File: src/rtl/exp_align_mantissa.sv
// FP add/sub mantissa alignment: routes the larger-exponent mantissa through
// and right-shifts the other by the exponent difference, with guard/round/sticky.
module exp_align_mantissa #(
    parameter int SIZE_EXP = 8,
    parameter int SIZE_MAN = 24
) (
    input  logic                i_clk,
    input  logic                i_rst_n,
    input  logic                i_valid,
    output logic                o_ready,
    input  logic [SIZE_MAN-1:0] i_man_a,
    input  logic [SIZE_MAN-1:0] i_man_b,
    input  logic [SIZE_EXP-1:0] i_exp_greater,
    input  logic [SIZE_EXP-1:0] i_diff_value,
    input  logic                i_diff_signal,
    output logic                o_valid,
    input  logic                i_ready,
    output logic [SIZE_EXP-1:0] o_exp,
    output logic                o_swap,
    output logic [SIZE_MAN-1:0] o_man_large,
    output logic [SIZE_MAN+2:0] o_man_small
);

    localparam int W_EXT = SIZE_MAN + 2;

    logic                ready_en;
    logic                s1_valid;
    logic [SIZE_MAN-1:0] s1_large;
    logic [SIZE_MAN-1:0] s1_small;
    logic [SIZE_EXP-1:0] s1_exp;
    logic [SIZE_EXP-1:0] s1_diff;
    logic                s1_swap;

    logic                s2_valid;
    logic [SIZE_EXP-1:0] s2_exp;
    logic                s2_swap;
    logic [SIZE_MAN-1:0] s2_large;
    logic [SIZE_MAN+2:0] s2_small;

    logic                s2_load;
    logic                s1_advance;
    logic                in_accept;

    logic [W_EXT-1:0]    ext;
    logic [W_EXT-1:0]    shifted;
    logic                sticky;
    logic                sat;
    logic [31:0]         d_wide;
    logic [SIZE_MAN+2:0] small_aligned;

    assign s2_load    = ~s2_valid | i_ready;
    assign s1_advance = s1_valid & s2_load;
    assign o_ready    = ready_en & (~s1_valid | s1_advance);
    assign in_accept  = i_valid & o_ready;

    // Holds o_ready low until the first clock edge after reset release.
    always_ff @(posedge i_clk or negedge i_rst_n) begin
        if (!i_rst_n) begin
            ready_en <= 1'b0;
        end else begin
            ready_en <= 1'b1;
        end
    end

    always_ff @(posedge i_clk or negedge i_rst_n) begin
        if (!i_rst_n) begin
            s1_valid <= 1'b0;
            s1_large <= '0;
            s1_small <= '0;
            s1_exp   <= '0;
            s1_diff  <= '0;
            s1_swap  <= 1'b0;
        end else begin
            if (o_ready) begin
                s1_valid <= i_valid;
            end else if (s1_advance) begin
                s1_valid <= 1'b0;
            end
            if (in_accept) begin
                s1_large <= i_diff_signal ? i_man_b : i_man_a;
                s1_small <= i_diff_signal ? i_man_a : i_man_b;
                s1_exp   <= i_exp_greater;
                s1_diff  <= i_diff_value;
                s1_swap  <= i_diff_signal;
            end
        end
    end

    // Full-width difference drives the saturation compare; no truncation.
    always_comb begin
        ext     = {s1_small, 2'b00};
        d_wide  = 32'(s1_diff);
        sat     = d_wide >= 32'(W_EXT);
        shifted = '0;
        sticky  = 1'b0;
        if (sat) begin
            shifted = '0;
            sticky  = |s1_small;
        end else begin
            shifted = ext >> s1_diff;
            sticky  = |(ext & ~({W_EXT{1'b1}} << s1_diff));
        end
        small_aligned = {shifted, sticky};
    end

    always_ff @(posedge i_clk or negedge i_rst_n) begin
        if (!i_rst_n) begin
            s2_valid <= 1'b0;
            s2_exp   <= '0;
            s2_swap  <= 1'b0;
            s2_large <= '0;
            s2_small <= '0;
        end else if (s2_load) begin
            s2_valid <= s1_valid;
            if (s1_valid) begin
                s2_exp   <= s1_exp;
                s2_swap  <= s1_swap;
                s2_large <= s1_large;
                s2_small <= small_aligned;
            end
        end
    end

    assign o_valid     = s2_valid;
    assign o_exp       = s2_exp;
    assign o_swap      = s2_swap;
    assign o_man_large = s2_large;
    assign o_man_small = s2_small;

endmodule

File: config.mk
export PLATFORM = sky130hd
export DESIGN_NAME = exp_align_mantissa
export DESIGN_NICKNAME = d
export VERILOG_FILES = /design/src/rtl/exp_align_mantissa.sv
export SDC_FILE = /design/constraint.sdc
export NUM_CORES = 1
export LEC_CHECK = 0
export ABC_AREA = 1
export CAP_MARGIN = 20
export CORE_UTILIZATION = 27
export CTS_BUF_LIST = sky130_fd_sc_hd__clkbuf_4 sky130_fd_sc_hd__clkbuf_8
export DETAILED_ROUTE_END_ITERATION = 8
export HOLD_SLACK_MARGIN = 0.12
export PLACE_DENSITY_LB_ADDON = 0.05
export SETUP_SLACK_MARGIN = 0.1
export SYNTH_ARGS = -nofsm -noshare
export SYNTH_HDL_FRONTEND = slang
export SYNTH_SLANG_ARGS = --single-unit
File: constraint.sdc
create_clock -name i_clk -period 4.6 [get_ports i_clk]
set_input_delay 0.69 -clock i_clk [delete_from_list [all_inputs] [get_ports i_clk]]
set_output_delay 0.69 -clock i_clk [all_outputs]
set_load 0.01 [all_outputs]
==> results.md <==
- Syn Inst Count: 917
- Fmax: about 380 MHz
- Tcrit/Tclk final: a little under three fifths
- Fin. Hold Viols: 0
- WL/cell: between 15 and 20 um
- Worst r2r src: s1_diff[7]
- Critical Path RT: between 3000 and 4000 ps
- P&R area growth vs syn: 28.2%
- Crit path arrival time: around 1900 ps
- XOR/XNOR Fraction of Synth Area: 0%
- PortBufs: 130
- Crit path max-delay family: buffers and inverters
- Vias in the first global route: roughly 6,300
- Reg2reg setup slack: between 2000 and 2500 ps
- Worst hold path type: input port to asynchronous set/reset pin
- Util after Layout: between 30% and 40%
- Max-slew headroom at the worst pin: approximately 36%
- Clock Latency Late Sink: about 450 ps
- Clk sinks: 128
- Initial antenna violation count: 0
- Sw power: around 1.3 mW
- Synth async-reset ratio: between 90% and 100%
- Synth Area in Compound Gates: 19.0%
- Post-synthesis mux area share: 0%
- WS Path Type: input port to primary output
- Die Ht: around 160 um
- Crit path time final: ~2600 ps
- GPL Wtd Cong: about 0.88
- Die area: between 20,000 and 30,000 um2
- Clock root cell: clkbuf_8
- Sequential share of the synthesized area: between 40 and 50%
- Ports: 131
- Core area: approximately 25,000 um2
- Crit path launch: i_ready
- Hold-fix buffers, CTS: 0
- Routed via count: 6,478
- Pre-Repair DR Iteration Count: 5
- Sw Ratio: around 36%
- Clk pwr share: 29.7%
- Detailed-routed wire length on met3: slightly above 900 um
- TritonCTS clock tree: yes
- CTS Buffer Depth: 2
- Via density: approximately 4.8
- Syn Nets: around 990
- PwrDens: between 400 and 500 nW/um2
- Reg clk slew, reported paths: ~80 ps
- DRC: 0
- Layout fillers: roughly 2,700
- Post-detail-place hpwl: roughly 16 mm
- Maxcap violations: 0
- Cell Int Power: about 2.4 mW
- Top_reg_cell synth: dfrtp_1
- Largest family of logic cells by synthesized area: simple AND/OR/NAND/NOR gates
- Die X-Extent: roughly 160 um
- CP Capture Type: primary output
- CP max stage delay: 530 ps
- Global-route wire length before repair: ~36 mm
- # Post-CTS Setup Buffers: 0
- Resize count post-CTS: 0
- Total chip power: about 3.7 mW
- Crit-path max FO: 2
- Unrepaired setup endpoints after global routing: false
- Most frequent cells in the layout: 289 x nand2_1, 128 x clkdlybuf4s50_1, 128 x dfrtp_1
- Synthesis Warnings: 0
- Number of synthesized flops with an enable pin: 0
- All-layer global routing usage: roughly 18%
- Seq pwr share: roughly two fifths
- Cell Area, Synth: between 6000 and 7000 um2
- Reg-to-Reg End: o_man_small[3]
- Drt total wl: 22.2 mm
- Top Layer Used: met4
- Least-Margin Pin Slew: 962 ps
- Status: completed
- Final TNS setup: 0 ps
- Number of nets in the layout: 1,087
- Layout cells sized above 1: approximately 6.4%
- Starting density of the core: between 20 and 30%
- Number of synthesized register bits: roughly 130
- GRT Residual Overflow: 0
- # rows: between 50 and 60
- CP max stage cell: clkdlybuf4s50_1
- # setup viols final: 0
- R2R cell count: 9
- Commonest non-fill, non-tap cell in the layout: nand2_1
- Synthesized area per cell: approximately 7.6 um2
- Total CTS buffers: 17
- Distinct cells, synth: 28
- Pin count of the biggest net entering global routing: 98
- Worst Setup Start Kind: input port
- Max VDD drop: approximately 160 uV
- Crit path buffers/inverters: 4
- Antenna Cells: 0
- Slew Limit Fails: 0
- Routed wire length on met2: around 9.6 mm
- Starting DRT DRC Count: 376
- Comb power frac: 31.3%
- CTS H-Tree Depth: 4
- Metal-1 WL: 11.3 mm
- Worst path cell trace: clkdlybuf4s50_1 -> inv_1 -> nand3_1 -> nand2_1 -> inv_1 -> clkdlybuf4s50_1
- Worst Clk Skew: roughly 18 ps
- Synth Area in Simple Gates: approximately a quarter
- Routed Antenna Nets: 0
- Leakage: roughly 4.0 nW
- Synth Area in Adders: 0%
synth_stat cells (4+ instances only):
| master | n | area [um2] |
|---|---|---|
| a21oi_1 | 9 | 45.0 |
| buf_2 | 14 | 70.1 |
| buf_4 | 4 | 30.0 |
| buf_6 | 5 | 56.3 |
| clkbuf_1 | 33 | 124 |
| dfrtp_1 | 128 | 3200 |
| inv_1 | 90 | 338 |
| inv_2 | 5 | 18.8 |
| nand2_1 | 290 | 1090 |
| nand3_1 | 97 | 485 |
| nand4_1 | 5 | 31.3 |
| nor2_1 | 18 | 67.6 |
| o211ai_1 | 87 | 653 |
| o21ai_0 | 104 | 521 |
| o21ai_1 | 6 | 30.0 |
registers in the layout, summed over array words and instances (netlist names):
register     count
o_exp            8
o_valid          1
o_man_large     24
o_swap           1
s1_small        24
ready_en         1
o_man_small     27
s1_swap          1
s1_valid         1
s1_large        24
s1_diff          8
s1_exp           8
worst max path at each step:
| stage | end | depth (start not counted) |
|---|---|---|
| finish | o_ready | 6 |
| global route | o_ready | 6 |
| CTS | o_ready | 6 |
| detailed placement | s1_large[4] | 10 |
| global placement | s1_large[8] | 10 |
| floorplan | s1_diff[2] | 9 |
final cells by class:
class / instances / area (um2) / area share, %
inverter: 97 / 365 / 4.11
clock buffer: 18 / 248 / 2.79
multi-input combinational: 633 / 3070 / 34.6
tap: 330 / 413 / 4.65
sequential: 128 / 3200 / 36.0
timing repair buffer: 141 / 1390 / 15.7
clock inverter: 14 / 191 / 2.15
logic make-up after synthesis:
group / Yosys count
AO/OA/AOI/OAI: 213
buffers and inverters: 156
flip-flops: 128
other: 1
AND/OR/NAND/NOR: 419
power by group through the flow:
| stage | clock network [mW] | logic (mW) | registers (mW) |
|---|---|---|---|
| 4_1_cts | 1.14 | 1.17 | 1.45 |
| 3_5_place_dp | 0 | 1.17 | 1.47 |
| 3_3_place_gp | 0 | 1.17 | 1.48 |
| 5_1_grt | 1.18 | 1.30 | 1.48 |
| 2_1_floorplan | 0 | 0.606 | 1.49 |
| 6_report | 1.10 | 1.16 | 1.45 |
metal layers:
layer | vias up | GRT usage, %
met5 | - | 0
met4 | 0 | 6.22
met3 | 25 | 2.99
met2 | 171 | 25.7
met1 | 3037 | 26.2
li1 | 3245 | -
stage by stage:
| stage | hold slack, ps | setup slack, ps | instances | cell area [um2] |
|---|---|---|---|---|
| 2_1_floorplan | 394 | 2860 | 917 | 6930 |
| 3_3_place_gp | 459 | 1810 | 1329 | 8450 |
| 3_5_place_dp | 464 | 1720 | 1329 | 8450 |
| 4_1_cts | 380 | 1980 | 1361 | 8890 |
| 5_1_grt | 425 | 1920 | 1361 | 8890 |
| 6_report | 297 | 1990 | 1361 | 8890 |
No activity file was read; power rests on OpenSTA's default activity.
